**src/rtl/gpmc_sync_initiator.sv**
```systemverilog
// Synchronous muxed-AD GPMC initiator on a clk/2 forwarded clock.
// Optional responder stall support is enabled with `define GPMC_INIT_WAIT_EN.
module gpmc_sync_initiator #(
  parameter int unsigned ADDR_WIDTH  = 16,
  parameter int unsigned DATA_WIDTH  = 16,
  parameter int unsigned ADDR_CYCLES = 2,
  parameter int unsigned DATA_CYCLES = 2,
  parameter int unsigned RD_WAIT     = 2
) (
  input  logic                  clk,
  input  logic                  rst_n,
  input  logic                  req_valid,
  output logic                  req_ready,
  input  logic                  req_write,
  input  logic [ADDR_WIDTH-1:0] req_addr,
  input  logic [DATA_WIDTH-1:0] req_wdata,
  output logic                  rsp_valid,
  output logic [DATA_WIDTH-1:0] rsp_rdata,
  output logic                  wr_done,
  output logic                  gpmc_clk,
  output logic                  gpmc_cs_n,
  output logic                  gpmc_adv_n,
  output logic                  gpmc_we_n,
  output logic                  gpmc_oe_n,
  output logic [15:0]           gpmc_ad_out,
  output logic                  gpmc_ad_oe,
  input  logic [15:0]           gpmc_ad_in,
  input  logic                  gpmc_wait
);

  typedef enum logic [2:0] {StIdle, StAddr, StWdata, StRdata, StTurn} state_e;

  state_e                state_q, state_d;
  logic [7:0]            cnt_q, cnt_d;
  logic [7:0]            limit_m1;
  logic                  gclk_q;
  logic                  fall_tick, hs, last, stall, rd_sample;
  logic                  rd_done_q, rd_done_d;
  logic                  write_q, write_n;
  logic [ADDR_WIDTH-1:0] addr_q, addr_n;
  logic [DATA_WIDTH-1:0] wdata_q, wdata_n;
  logic [15:0]           addr_ext, wdata_ext;
  logic                  cs_n_d, adv_n_d, we_n_d, oe_n_d, ad_oe_d;
  logic [15:0]           ad_out_d;
  logic                  cs_n_q, adv_n_q, we_n_q, oe_n_q, ad_oe_q;
  logic [15:0]           ad_out_q;
  logic                  rsp_valid_q, wr_done_q;
  logic [DATA_WIDTH-1:0] rsp_rdata_q;
  logic                  stall_seen;

  // A clk edge taken while gpmc_clk is high is the falling gpmc edge.
  assign fall_tick = gclk_q;
  assign req_ready = gclk_q && (state_q == StIdle || state_q == StTurn);
  assign hs        = req_valid && req_ready;

`ifdef GPMC_INIT_WAIT_EN
  logic wait_s1_q, wait_s2_q, stall_seen_q;
  assign stall = fall_tick && wait_s2_q && (state_q == StWdata || state_q == StRdata);
  assign stall_seen = stall_seen_q;

  always_ff @(posedge clk or negedge rst_n) begin
    if (!rst_n) begin
      wait_s1_q    <= 1'b0;
      wait_s2_q    <= 1'b0;
      stall_seen_q <= 1'b0;
    end else begin
      wait_s1_q <= gpmc_wait;
      wait_s2_q <= wait_s1_q;
      if (fall_tick) stall_seen_q <= stall;
    end
  end
`else
  logic unused_wait;
  assign unused_wait = gpmc_wait;
  assign stall       = 1'b0;
  assign stall_seen  = 1'b0;
`endif

  always_comb begin
    limit_m1 = 8'd0;
    unique case (state_q)
      StAddr:  limit_m1 = 8'(ADDR_CYCLES - 1);
      StWdata: limit_m1 = 8'(DATA_CYCLES - 1);
      StRdata: limit_m1 = 8'(RD_WAIT - 1);
      default: limit_m1 = 8'd0;
    endcase
  end

  assign last = (cnt_q == limit_m1);

  // The sampling rising edge sits mid-way through the last RDATA gpmc cycle.
  assign rd_sample = (state_q == StRdata) && !gclk_q && last && !rd_done_q && !stall_seen;
  assign rd_done_d = rd_sample ? 1'b1 : ((state_q == StRdata) ? rd_done_q : 1'b0);

  always_comb begin
    state_d = state_q;
    cnt_d   = cnt_q;
    if (fall_tick && !stall) begin
      unique case (state_q)
        StIdle:  if (hs) state_d = StAddr;
        StAddr:  if (last) state_d = write_q ? StWdata : StRdata;
        StWdata: if (last) state_d = StTurn;
        StRdata: if (last) state_d = StTurn;
        StTurn:  state_d = hs ? StAddr : StIdle;
        default: state_d = StIdle;
      endcase
      if (state_d != state_q) cnt_d = 8'd0;
      else if (state_q != StIdle) cnt_d = cnt_q + 8'd1;
    end
  end

  assign write_n = hs ? req_write : write_q;
  assign addr_n  = hs ? req_addr : addr_q;
  assign wdata_n = hs ? req_wdata : wdata_q;

  always_comb begin
    addr_ext                    = '0;
    addr_ext[ADDR_WIDTH-1:0]    = addr_n;
    wdata_ext                   = '0;
    wdata_ext[DATA_WIDTH-1:0]   = wdata_n;
    cs_n_d   = 1'b1;
    adv_n_d  = 1'b1;
    we_n_d   = 1'b1;
    oe_n_d   = 1'b1;
    ad_oe_d  = 1'b0;
    ad_out_d = '0;
    unique case (state_d)
      StAddr: begin
        cs_n_d   = 1'b0;
        adv_n_d  = 1'b0;
        we_n_d   = ~write_n;
        ad_oe_d  = 1'b1;
        ad_out_d = addr_ext;
      end
      StWdata: begin
        cs_n_d   = 1'b0;
        we_n_d   = 1'b0;
        ad_oe_d  = 1'b1;
        ad_out_d = wdata_ext;
      end
      StRdata: begin
        cs_n_d = 1'b0;
        oe_n_d = 1'b0;
      end
      default: ;
    endcase
  end

  always_ff @(posedge clk or negedge rst_n) begin
    if (!rst_n) begin
      gclk_q      <= 1'b0;
      state_q     <= StIdle;
      cnt_q       <= 8'd0;
      rd_done_q   <= 1'b0;
      write_q     <= 1'b0;
      addr_q      <= '0;
      wdata_q     <= '0;
      cs_n_q      <= 1'b1;
      adv_n_q     <= 1'b1;
      we_n_q      <= 1'b1;
      oe_n_q      <= 1'b1;
      ad_oe_q     <= 1'b0;
      ad_out_q    <= '0;
      rsp_valid_q <= 1'b0;
      rsp_rdata_q <= '0;
      wr_done_q   <= 1'b0;
    end else begin
      gclk_q      <= ~gclk_q;
      state_q     <= state_d;
      cnt_q       <= cnt_d;
      rd_done_q   <= rd_done_d;
      write_q     <= write_n;
      addr_q      <= addr_n;
      wdata_q     <= wdata_n;
      rsp_valid_q <= rd_sample;
      wr_done_q   <= fall_tick && (state_q == StWdata) && (state_d == StTurn);
      if (rd_sample) rsp_rdata_q <= gpmc_ad_in[DATA_WIDTH-1:0];
      if (fall_tick) begin
        cs_n_q   <= cs_n_d;
        adv_n_q  <= adv_n_d;
        we_n_q   <= we_n_d;
        oe_n_q   <= oe_n_d;
        ad_oe_q  <= ad_oe_d;
        ad_out_q <= ad_out_d;
      end
    end
  end

  assign gpmc_clk    = gclk_q;
  assign gpmc_cs_n   = cs_n_q;
  assign gpmc_adv_n  = adv_n_q;
  assign gpmc_we_n   = we_n_q;
  assign gpmc_oe_n   = oe_n_q;
  assign gpmc_ad_oe  = ad_oe_q;
  assign gpmc_ad_out = ad_out_q;
  assign rsp_valid   = rsp_valid_q;
  assign rsp_rdata   = rsp_rdata_q;
  assign wr_done     = wr_done_q;

endmodule

```
**config.mk**
```make
export PLATFORM = sky130hd
export DESIGN_NAME = gpmc_sync_initiator
export DESIGN_NICKNAME = d
export VERILOG_FILES = /design/src/rtl/gpmc_sync_initiator.sv
export SDC_FILE = /design/constraint.sdc
export NUM_CORES = 1
export LEC_CHECK = 0
export ABC_CLOCK_PERIOD_IN_PS = 7000
export CORE_UTILIZATION = 45
export DETAILED_ROUTE_END_ITERATION = 12
export PLACE_DENSITY = 0.74
export REMOVE_ABC_BUFFERS = 1
export SYNTH_ARGS = -nofsm -noshare
export SYNTH_HDL_FRONTEND = slang
export SYNTH_SLANG_ARGS = --single-unit
```
**constraint.sdc**
```tcl
create_clock -name clk -period 7 [get_ports clk]
set_input_delay 0.7 -clock clk [delete_from_list [all_inputs] [get_ports clk]]
set_output_delay 0.7 -clock clk [all_outputs]
set_load 0.01 [all_outputs]
```
==> metrics.txt, run 1 <==
# TYPE chip_impl_metric gauge
chip_impl_info{name="status",value="complete, no violations"} 1
chip_impl_metric{name="timing.max_cap.violations",unit=""} 0
chip_impl_metric{name="overflow",unit=""} 0
chip_impl_metric{name="total_power",unit="mW"} 2.25
chip_impl_metric{name="cts_max_path_buffers",unit=""} 2
chip_impl_info{name="yosys.area.top_type",value="dfrtp_1"} 1
chip_impl_metric{name="synthXorXnorAreaFrac",unit="%"} 1.87
chip_impl_metric{name="first_global_vias",unit=""} 2693
chip_impl_metric{name="ys_ff_latch",unit=""} 85
chip_impl_metric{name="die_h",unit="um"} 93.1
chip_impl_info{name="setup_crit_path_kind",value="reg -> out"} 1
chip_impl_metric{name="count_of_input_and_output_buffers",unit=""} 92
chip_impl_info{name="netlist_top_cells_count",value="dfrtp_1 (81), inv_1 (35), nor2_1 (33), mux2i_1 (32), o21ai_0 (19)"} 1
chip_impl_metric{name="critical_path.n_buffers_inverters",unit=""} 2
chip_impl_metric{name="dr.pass1.iters",unit=""} 4
chip_impl_metric{name="synth_largest_type_area_fraction",unit="%"} 54.2
chip_impl_metric{name="drive_gt1_share",unit="%"} 12.0
chip_impl_metric{name="synth.cell_area",unit="mm^2"} 0.00374
chip_impl_metric{name="async_reset_ff_share",unit="%"} 100
chip_impl_metric{name="synth.distinct_cells",unit=""} 49
chip_impl_metric{name="boundaryPins",unit=""} 94
chip_impl_metric{name="post_synth_and_or_nand_nor_area_fraction",unit="%"} 9.24
chip_impl_info{name="synth-main-ff-cell",value="dfrtp_1"} 1
chip_impl_metric{name="fp.coreArea",unit="mm^2"} 0.00789
chip_impl_metric{name="cp_data_arrival_time",unit="ns"} 2.50
chip_impl_info{name="hold_path_class",value="reg -> reg"} 1
chip_impl_info{name="cp_cell_sequence",value="inv_1, nor3_1, clkdlybuf4s50_1"} 1
chip_impl_metric{name="area.growth.synth_to_final",unit="%"} 32.9
chip_impl_metric{name="htreeDepth",unit=""} 3
chip_impl_metric{name="relSlewSlack",unit="%"} 21.9
chip_impl_info{name="cts_tree",value="yes"} 1
chip_impl_info{name="timing.critical_path.from",value="gpmc_clk"} 1
chip_impl_info{name="yosys-top-cells-area",value="dfrtp_1 (54%), mux2i_1 (8.6%), mux2_4 (3.6%)"} 1
chip_impl_metric{name="wire_per_inst",unit="um"} 15.7
chip_impl_metric{name="achievable-frequency",unit="MHz"} 312
chip_impl_metric{name="critical-path-max-stage-delay",unit="ns"} 0.71
chip_impl_info{name="critical_path.top_delay_family",value="buffers and inverters"} 1
chip_impl_metric{name="cts_num_sinks",unit=""} 85
chip_impl_metric{name="worst_setup_hold_path_clk_slew",unit="ns"} 0.08
chip_impl_metric{name="route.final.wire_length",unit="um"} 8010
chip_impl_metric{name="postCtsResizedCells",unit=""} 0
chip_impl_metric{name="final.setup.tns",unit="ns"} 0
chip_impl_info{name="startpoint_type",value="flop"} 1
chip_impl_metric{name="grt_max_degree",unit=""} 86
chip_impl_info{name="cp_slowest_cell",value="dfrtp_1"} 1
chip_impl_metric{name="design_area",unit="mm^2"} 0.00497
chip_impl_metric{name="insertion_delay",unit="ns"} 0.35
chip_impl_metric{name="fin_skew",unit="ns"} 0.0106
chip_impl_metric{name="route.detailed.vias_per_inst",unit=""} 5.21
chip_impl_metric{name="antenna_found_initial",unit=""} 0
chip_impl_metric{name="initial_core_util",unit="%"} 47.4
chip_impl_metric{name="grt_util_all_layers",unit="%"} 20.2
chip_impl_metric{name="final-setup-viol-count",unit=""} 0
chip_impl_metric{name="numPlacedInstances",unit=""} 496
chip_impl_metric{name="post_cts_hold_buffer_count",unit=""} 0
chip_impl_metric{name="seq_area_frac_synth",unit="%"} 57.0
chip_impl_metric{name="gp_congestion",unit=""} 0.827
chip_impl_metric{name="netlist_instances",unit=""} 314
chip_impl_metric{name="placed_cell_area",unit="mm^2"} 0.00473
chip_impl_info{name="critPathCaptureType",value="output pin"} 1
chip_impl_metric{name="synth_warnings",unit=""} 0
chip_impl_metric{name="route.vias.total",unit=""} 2660
chip_impl_metric{name="dr.first_iter.drc_count",unit=""} 129
chip_impl_metric{name="timing.final.max_slew_violations",unit=""} 0
chip_impl_metric{name="place.detailed.hpwl",unit="um"} 5220
chip_impl_metric{name="cp_data_required_time",unit="ns"} 6.30
chip_impl_metric{name="design.final.nets",unit=""} 459
chip_impl_metric{name="post_cts.repair.setup_buffers",unit=""} 0
chip_impl_metric{name="tightestPinTransition",unit="ns"} 1.17
chip_impl_metric{name="period_needed",unit="ns"} 3.20
chip_impl_metric{name="max-vdd-ir-drop",unit="mV"} 0.203
chip_impl_info{name="holdCritStartpoint",value="wdata_q[7]"} 1
chip_impl_info{name="grt_setup_unrepaired",value="false"} 1
chip_impl_info{name="clk_root_buffer_cell",value="clkbuf_8"} 1
chip_impl_metric{name="final_hold_violating_endpoints",unit=""} 0
chip_impl_metric{name="cts_inserted_buffers",unit=""} 9
chip_impl_metric{name="die_x",unit="um"} 93.1
chip_impl_metric{name="global_route_wire_length_before_repair",unit="um"} 13500
chip_impl_metric{name="power.static_leakage",unit="nW"} 2.22
chip_impl_metric{name="dieArea",unit="mm^2"} 0.00867
chip_impl_metric{name="synth_edf_count",unit=""} 0
chip_impl_metric{name="timing.critical_path.fanout_max",unit=""} 23
chip_impl_metric{name="synth_area_per_cell",unit="um^2"} 11.9
chip_impl_metric{name="rows",unit=""} 32
chip_impl_info{name="main_combinational_cell_family_by_area_after_synthesis",value="multiplexers"} 1
chip_impl_metric{name="antenna_diode_instance_count",unit=""} 0
chip_impl_metric{name="detail_route.drc_violations",unit=""} 0
chip_impl_metric{name="drt.antenna.violating_nets",unit=""} 0
chip_impl_info{name="synthMostInstantiatedCell",value="dfrtp_1"} 1
chip_impl_metric{name="synth_compound_gate_area_share",unit="%"} 11.0
chip_impl_metric{name="p_per_area",unit="mW/mm^2"} 452
chip_impl_metric{name="timing.final.crit_share",unit="%"} 45.7
chip_impl_info{name="rr_startpoint",value="state_q[1]"} 1
chip_impl_metric{name="yosys-mux-area-fraction",unit="%"} 14.6
chip_impl_metric{name="post_layout_nonfiller_instances",unit=""} 511
chip_impl_metric{name="yosys.area_share.adder",unit="%"} 0.335
[layout make-up]
type                       instances  area (um^2)
fill                             645         2920
sequential                        85         2130
multi-input combinational        179         1400
timing repair buffer              95          941
inverter                          35          131
clock buffer                      10          128
tap                              102          128
clock inverter                     5          108
[placed cells by master (no fill, tap or decap), types with 8 or more instances in the layout]
master,Yosys,routed
dfrtp_1,81,81
inv_1,35,35
mux2i_1,32,32
a22oi_1,17,17
o21ai_0,19,19
clkbuf_8,0,9
clkdlybuf4s50_1,1,91
nor2_1,33,33
mux2_4,9,9
mux2_2,8,8
[cell families after synthesis]
family | after synthesis
flops | 85
mux | 49
simple gates | 64
compound gates | 57
buf+inv | 50
fa+ha+maj | 1
xor+xnor | 8
[power breakdown]
part | total [mW] | internal, mW | switching [mW]
clock | 0.412 | 0.237 | 0.175
sequential | 0.836 | 0.711 | 0.125
combinational | 0.998 | 0.486 | 0.512
total | 2.25 | 1.43 | 0.812
[worst paths after layout]
check / depth (start not counted) / slack [ns] / endpoint
setup / recovery: 3 / 3.80 / req_ready
hold / removal: 2 / 0.48 / wdata_q[7]
setup reg to reg: 5 / 4.32 / gpmc_ad_oe
hold reg to reg: 2 / 0.48 / wdata_q[7]
max in group asynchronous: 1 / 5.79 / rsp_rdata[8]
min in group asynchronous: 1 / 0.53 / wdata_q[0]
[stage by stage]
| stage | worst slack, ns | hold slack [ns] | utilization [%] |
|---|---|---|---|
| finish | 3.80 | 0.480 | 63.0 |
| CTS | 3.80 | 0.483 | 63.0 |
| global route | 3.57 | 0.503 | 63.0 |
| detailed placement | 3.74 | 0.459 | 60.0 |
| floorplan | 0.649 | 0.404 | - |
| global placement | 3.83 | 0.458 | 60.0 |
[worst min-delay path, stage by stage, from the launching register on]
cell and delay (ns):
dfrtp_1 0.33, mux2i_1 0.07, inv_1 0.05
[registers in the layout, summed over array words and instances, names as in the netlist]
| register | cells |
|---|---|
| wdata_q | 16 |
| gpmc_ad_oe | 1 |
| gpmc_clk | 1 |
| state_q | 3 |
| gpmc_cs_n | 1 |
| rsp_rdata | 16 |
| gpmc_ad_out | 16 |
| gpmc_adv_n | 1 |
| cnt_q | 8 |
| rsp_valid | 1 |
| rd_done_q | 1 |
| write_q | 1 |
| gpmc_oe_n | 1 |
| addr_q | 16 |
| gpmc_we_n | 1 |
| wr_done | 1 |
[metal layers]
metal | track usage [%] | wire [um]
met1 | 27.5 | 3590
met2 | 31.5 | 3930
met3 | 4.07 | 358
met4 | 8.59 | 131
met5 | 0 | 0
Power figures use the tool's default switching activity.
==> run 2: changes to the inputs <==
--- a/config.mk
+++ b/config.mk
@@ -5,7 +5,7 @@
 export SDC_FILE = /design/constraint.sdc
 export NUM_CORES = 1
 export LEC_CHECK = 0
-export ABC_CLOCK_PERIOD_IN_PS = 7000
+export ABC_CLOCK_PERIOD_IN_PS = 3000
 export CORE_UTILIZATION = 45
 export DETAILED_ROUTE_END_ITERATION = 12
 export PLACE_DENSITY = 0.74
==> constraint.sdc (replaced) <==
create_clock -name clk -period 3 [get_ports clk]
set_input_delay 0.3 -clock clk [delete_from_list [all_inputs] [get_ports clk]]
set_output_delay 0.3 -clock clk [all_outputs]
set_load 0.01 [all_outputs]
==> metrics.txt, run 2 (synthesis gave the netlist of run 1 again) <==
# TYPE chip_impl_metric gauge
chip_impl_metric{name="drive_gt1_share",unit="%"} 12.8
chip_impl_info{name="setup_crit_path_kind",value="reg -> out"} 1
chip_impl_metric{name="overflow",unit=""} 0
chip_impl_metric{name="timing.max_cap.violations",unit=""} 0
chip_impl_metric{name="antenna_found_initial",unit=""} 0
chip_impl_metric{name="die_x",unit="um"} 93.1
chip_impl_info{name="clk_root_buffer_cell",value="clkbuf_8"} 1
chip_impl_info{name="cts_tree",value="yes"} 1
chip_impl_metric{name="cts_inserted_buffers",unit=""} 9
chip_impl_metric{name="cts_max_path_buffers",unit=""} 2
chip_impl_metric{name="boundaryPins",unit=""} 94
chip_impl_metric{name="rows",unit=""} 32
chip_impl_metric{name="post_cts.repair.setup_buffers",unit=""} 0
chip_impl_metric{name="dieArea",unit="mm^2"} 0.00867
chip_impl_metric{name="final-setup-viol-count",unit=""} 0
chip_impl_metric{name="n_fill_cell",unit=""} 632
chip_impl_metric{name="global_route_wire_length_before_repair",unit="um"} 13100
chip_impl_metric{name="total_power",unit="mW"} 5.23
chip_impl_metric{name="place.detailed.hpwl",unit="um"} 5330
chip_impl_metric{name="timing.final.max_slew_violations",unit=""} 0
chip_impl_metric{name="initial_core_util",unit="%"} 47.4
chip_impl_info{name="layout.cells.most_common_list",value="clkdlybuf4s50_1 (91), dfrtp_1 (81), inv_1 (35)"} 1
chip_impl_metric{name="dr.first_iter.drc_count",unit=""} 157
chip_impl_metric{name="route.detailed.vias_per_inst",unit=""} 5.10
chip_impl_metric{name="wire_per_inst",unit="um"} 15.2
chip_impl_metric{name="clkPwrFrac",unit="%"} 17.1
chip_impl_metric{name="internal-power",unit="mW"} 3.34
chip_impl_info{name="startpoint_type",value="flop"} 1
chip_impl_metric{name="tightestPinTransition",unit="ns"} 1.03
chip_impl_metric{name="route.final.wire_length",unit="um"} 7850
chip_impl_metric{name="design_area",unit="mm^2"} 0.00500
chip_impl_metric{name="power_frac_comb",unit="%"} 46.0
chip_impl_metric{name="post_cts_hold_buffer_count",unit=""} 0
chip_impl_info{name="layout.cells.most_common",value="clkdlybuf4s50_1"} 1
chip_impl_metric{name="antenna_diode_instance_count",unit=""} 0
chip_impl_metric{name="power_frac_seq",unit="%"} 37.0
chip_impl_metric{name="period_needed",unit="ns"} 2.48
chip_impl_metric{name="worst_setup_hold_path_clk_slew",unit="ns"} 0.08
chip_impl_metric{name="insertion_delay",unit="ns"} 0.35
chip_impl_metric{name="timing.final.crit_share",unit="%"} 82.8
chip_impl_metric{name="design.final.nets",unit=""} 464
chip_impl_metric{name="drt.antenna.violating_nets",unit=""} 0
chip_impl_info{name="status",value="complete, no violations"} 1
chip_impl_metric{name="power.static_leakage",unit="nW"} 2.24
chip_impl_metric{name="route.vias.total",unit=""} 2636
chip_impl_metric{name="numPlacedInstances",unit=""} 501
chip_impl_metric{name="grt_max_degree",unit=""} 86
chip_impl_metric{name="area.growth.synth_to_final",unit="%"} 33.8
chip_impl_metric{name="final.setup.tns",unit="ns"} 0
chip_impl_metric{name="post_layout_nonfiller_instances",unit=""} 517
chip_impl_metric{name="netSwitchingPower",unit="mW"} 1.89
chip_impl_metric{name="htreeDepth",unit=""} 3
chip_impl_metric{name="fin_skew",unit="ns"} 0.00802
chip_impl_metric{name="fp.coreArea",unit="mm^2"} 0.00789
chip_impl_metric{name="final_hold_violating_endpoints",unit=""} 0
chip_impl_metric{name="cp_data_arrival_time",unit="ns"} 2.18
chip_impl_metric{name="power_switching_share",unit="%"} 36.1
chip_impl_metric{name="p_per_area",unit="mW/mm^2"} 1050
chip_impl_metric{name="detail_route.drc_violations",unit=""} 0
chip_impl_info{name="grt_setup_unrepaired",value="false"} 1
chip_impl_metric{name="placed_cell_area",unit="mm^2"} 0.00478
chip_impl_metric{name="max-vdd-ir-drop",unit="mV"} 0.481
chip_impl_metric{name="dr.pass1.iters",unit=""} 4
chip_impl_metric{name="grt_util_all_layers",unit="%"} 19.6
chip_impl_metric{name="postCtsResizedCells",unit=""} 0
chip_impl_info{name="hold_path_class",value="in -> async"} 1
chip_impl_metric{name="gp_congestion",unit=""} 0.824
chip_impl_info{name="critPathCaptureType",value="output pin"} 1
chip_impl_metric{name="count_of_input_and_output_buffers",unit=""} 92
chip_impl_metric{name="first_global_vias",unit=""} 2581
chip_impl_metric{name="timing.critical_path.fanout_max",unit=""} 23
chip_impl_metric{name="relSlewSlack",unit="%"} 31.3
chip_impl_metric{name="cp_data_required_time",unit="ns"} 2.70
chip_impl_metric{name="achievable-frequency",unit="MHz"} 403
chip_impl_metric{name="die_h",unit="um"} 93.1
chip_impl_metric{name="cts_num_sinks",unit=""} 85
-- run 2: cell count changes in the layout (fill, tap and decap cells not counted) --
cell	change
buf_12	+1
bufinv_16	-1
clkbuf_1	+2
clkbuf_8	+1
inv_6	-1
buf_4	+4
-- run 2: critical path, cell delays in order (launching register included) --
cell and delay (ns):
dfrtp_1 0.70, inv_1 0.08, buf_4 0.24, nor3_1 0.24
clkdlybuf4s50_1 0.57
-- run 2: per-layer routing --
metal,GRT usage [%],share of wire (%),vias up
met3,4.88,4.7,10
li1,-,-,1271
met4,6.92,1.6,0
met5,0,0,-
met2,29.1,48,72
met1,28.1,46,1283
-- run 2: power by group through the flow --
stage	logic (mW)	clock network (mW)	registers, mW
finish	2.40	0.892	1.93
detailed placement	2.42	0	1.96
global route	2.65	0.955	1.99
CTS	2.43	0.909	1.94
global placement	2.36	0	1.93
floorplan	1.39	0	2.01
-- run 2: area by class of cell --
cell class	instances	area (um^2)	area share (%)
inverters	35	131	2.63
multi-input cells	179	1400	28.0
flip-flops and latches	85	2130	42.6
clock buffers	13	149	2.98
repair buffers	100	991	19.8
clock inverters	3	68.8	1.38
well taps	102	128	2.55
-- run 2: worst paths after layout --
| path | startpoint | to | slack, ns | depth (start not counted) |
|---|---|---|---|---|
| setup / recovery | gpmc_clk | req_ready | 0.52 | 4 |
| hold reg to reg | wdata_q[2] | wdata_q[2] | 0.48 | 2 |
| min in group clk | wdata_q[2] | wdata_q[2] | 0.48 | 2 |
| setup reg to reg | cnt_q[5] | rsp_rdata[1] | 0.55 | 6 |
| max in group asynchronous | rst_n | cnt_q[4] | 2.22 | 1 |
| hold / removal | rst_n | wdata_q[0] | 0.14 | 1 |
-- run 2: metrics by stage --
stage	utilization (%)	setup slack (ns)	hold slack [ns]
detailed placement	60.6	0.543	0.465
CTS	63.4	0.499	0.179
floorplan	-	-3.28	0.00441
global route	63.4	0.369	0.216
global placement	60.6	0.602	0.457
finish	63.4	0.516	0.144
==> run 3: changes to the inputs <==
--- a/config.mk
+++ b/config.mk
@@ -5,7 +5,7 @@
 export SDC_FILE = /design/constraint.sdc
 export NUM_CORES = 1
 export LEC_CHECK = 0
-export ABC_CLOCK_PERIOD_IN_PS = 3000
+export ABC_CLOCK_PERIOD_IN_PS = 2600
 export CORE_UTILIZATION = 45
 export DETAILED_ROUTE_END_ITERATION = 12
 export PLACE_DENSITY = 0.74
==> constraint.sdc (replaced) <==
create_clock -name clk -period 2.6 [get_ports clk]
set_input_delay 0.26 -clock clk [delete_from_list [all_inputs] [get_ports clk]]
set_output_delay 0.26 -clock clk [all_outputs]
set_load 0.01 [all_outputs]
==> metrics.txt, run 3 (synthesis gave the netlist of run 1 again) <==
# TYPE chip_impl_metric gauge
chip_impl_info{name="status",value="complete, no violations"} 1
chip_impl_metric{name="critical-path-max-stage-delay",unit="ns"} 0.61
chip_impl_metric{name="wire_per_inst",unit="um"} 15.2
chip_impl_info{name="layout.cells.most_common",value="clkdlybuf4s50_1"} 1
chip_impl_metric{name="boundaryPins",unit=""} 94
chip_impl_metric{name="period_needed",unit="ns"} 2.36
chip_impl_metric{name="route.detailed.vias_per_inst",unit=""} 5.07
chip_impl_metric{name="final-setup-viol-count",unit=""} 0
chip_impl_info{name="cp_slowest_cell",value="or4_4"} 1
chip_impl_metric{name="initial_core_util",unit="%"} 47.4
chip_impl_metric{name="rows",unit=""} 32
chip_impl_metric{name="grt_util_all_layers",unit="%"} 20.0
chip_impl_metric{name="timing.critical_path.fanout_max",unit=""} 17
chip_impl_metric{name="worst_setup_hold_path_clk_slew",unit="ns"} 0.08
chip_impl_metric{name="count_of_input_and_output_buffers",unit=""} 92
chip_impl_metric{name="insertion_delay",unit="ns"} 0.35
chip_impl_metric{name="groute.layer.met1.usage",unit="%"} 26.6
chip_impl_info{name="cp_cell_sequence",value="or4_4, nor4_4, nand2_2, nor4_4, buf_12, mux2_2"} 1
chip_impl_info{name="timing.critical_path.from",value="cnt_q[5]"} 1
chip_impl_info{name="setup_crit_path_kind",value="reg -> reg"} 1
chip_impl_info{name="grt_setup_unrepaired",value="false"} 1
chip_impl_metric{name="fin_skew",unit="ns"} 0.00827
chip_impl_metric{name="max-vdd-ir-drop",unit="mV"} 0.619
chip_impl_metric{name="antenna_found_initial",unit=""} 0
chip_impl_metric{name="timing.final.max_slew_violations",unit=""} 0
chip_impl_metric{name="power.static_leakage",unit="nW"} 2.29
chip_impl_metric{name="drt.antenna.violating_nets",unit=""} 0
chip_impl_info{name="startpoint_type",value="flop"} 1
chip_impl_metric{name="tightestPinTransition",unit="ns"} 0.557
chip_impl_metric{name="dr.pass1.iters",unit=""} 4
chip_impl_info{name="critPathCaptureType",value="flop"} 1
chip_impl_metric{name="die_x",unit="um"} 93.1
chip_impl_metric{name="post_cts.repair.setup_buffers",unit=""} 0
chip_impl_metric{name="dieArea",unit="mm^2"} 0.00867
chip_impl_metric{name="timing.max_cap.violations",unit=""} 0
chip_impl_metric{name="post_cts_hold_buffer_count",unit=""} 1
chip_impl_info{name="clk_root_buffer_cell",value="clkbuf_8"} 1
chip_impl_metric{name="dr.first_iter.drc_count",unit=""} 116
chip_impl_metric{name="route.vias.total",unit=""} 2664
chip_impl_info{name="hold_path_class",value="in -> async"} 1
chip_impl_metric{name="area.growth.synth_to_final",unit="%"} 36.4
chip_impl_metric{name="final_hold_violating_endpoints",unit=""} 0
chip_impl_metric{name="finish.utilization",unit="%"} 64.6
chip_impl_metric{name="cts_inserted_buffers",unit=""} 9
chip_impl_metric{name="timing.final.crit_share",unit="%"} 90.9
chip_impl_info{name="critical_path.most_common_cell",value="nor4_4"} 1
chip_impl_metric{name="worst_r2r_path_depth",unit=""} 6
chip_impl_metric{name="postCtsResizedCells",unit=""} 0
chip_impl_info{name="layout.cells.most_common_list",value="clkdlybuf4s50_1 (91), dfrtp_1 (81), inv_1 (35)"} 1
chip_impl_metric{name="cp_data_required_time",unit="ns"} 2.84
chip_impl_metric{name="route.final.wire_length",unit="um"} 7970
chip_impl_metric{name="gp_congestion",unit=""} 0.846
chip_impl_metric{name="p_per_area",unit="mW/mm^2"} 1210
chip_impl_metric{name="cts_num_sinks",unit=""} 85
chip_impl_info{name="cts_tree",value="yes"} 1
chip_impl_metric{name="global_route.usage.met2",unit="%"} 32.0
chip_impl_metric{name="relSlewSlack",unit="%"} 62.4
chip_impl_metric{name="design.final.nets",unit=""} 472
chip_impl_info{name="rr_startpoint",value="cnt_q[5]"} 1
chip_impl_metric{name="die_h",unit="um"} 93.1
chip_impl_metric{name="grt_max_degree",unit=""} 56
chip_impl_metric{name="antenna_diode_instance_count",unit=""} 0
chip_impl_metric{name="overflow",unit=""} 0
chip_impl_metric{name="globalRouteMet3Util",unit="%"} 5.61
chip_impl_metric{name="cts_max_path_buffers",unit=""} 2
chip_impl_metric{name="cp_data_arrival_time",unit="ns"} 2.60
chip_impl_metric{name="fp.coreArea",unit="mm^2"} 0.00789
chip_impl_metric{name="achievable-frequency",unit="MHz"} 423
chip_impl_metric{name="global_route_wire_length_before_repair",unit="um"} 13200
chip_impl_metric{name="drive_gt1_share",unit="%"} 14.4
chip_impl_metric{name="first_global_vias",unit=""} 2643
chip_impl_metric{name="place.detailed.hpwl",unit="um"} 5560
chip_impl_metric{name="hold-worst-slack",unit="ns"} 0.371
chip_impl_metric{name="detail_route.drc_violations",unit=""} 0
chip_impl_info{name="grt-busiest-layer",value="met2"} 1
chip_impl_metric{name="htreeDepth",unit=""} 3
## run 3: metrics by stage
stage / setup TNS, ns / cell area (um^2) / setup WS (ns) / cells / power (mW)
after global routing: 0 / 5100 / 0.111 / 525 / 6.59
after detailed placement: 0 / 4860 / 0.231 / 508 / 5.14
final: 0 / 5100 / 0.238 / 525 / 6.16
after floorplan: -164.25 / 3650 / -3.68 / 299 / 3.93
after global placement: 0 / 4860 / 0.269 / 508 / 5.05
after CTS: 0 / 5100 / 0.220 / 525 / 6.22
## run 3: worst paths after layout
path | to | slack (ns)
max in group asynchronous | gpmc_we_n | 1.55
worst max register to register | rsp_rdata[2] | 0.24
worst min-delay path | wdata_q[0] | 0.37
worst max-delay path | rsp_rdata[2] | 0.24
worst min register to register | wdata_q[0] | 0.48
min in group clk | wdata_q[0] | 0.48
## run 3: power by group
group	internal, mW	switching [mW]	leakage (nW)
Sequential	1.92	0.281	1.05
Clock	0.597	0.457	0.114
Combinational	1.45	1.46	1.13
Total	3.96	2.20	2.29
## run 3: cell type report
type / instances / area [um^2]
fill: 627 / 2790
sequential: 85 / 2130
multi-input combinational: 179 / 1400
timing repair buffer: 108 / 1080
clock buffer: 13 / 159
inverter: 35 / 131
tap: 102 / 128
clock inverter: 3 / 68.8
## run 3: routing by layer
metal	vias up	part of all wire [%]
met2	64	49
met3	8	4.8
li1	1291	-
met4	0	1.1
met1	1301	45
met5	-	0
## run 3: worst max-delay path, delay by kind of cell (launching register included)
kind                   cells  cell delay (ns)
AND/OR/NAND/NOR            4             1.26
multiplexers               1             0.35
flip-flops                 1             0.43
buffers and inverters      1             0.21
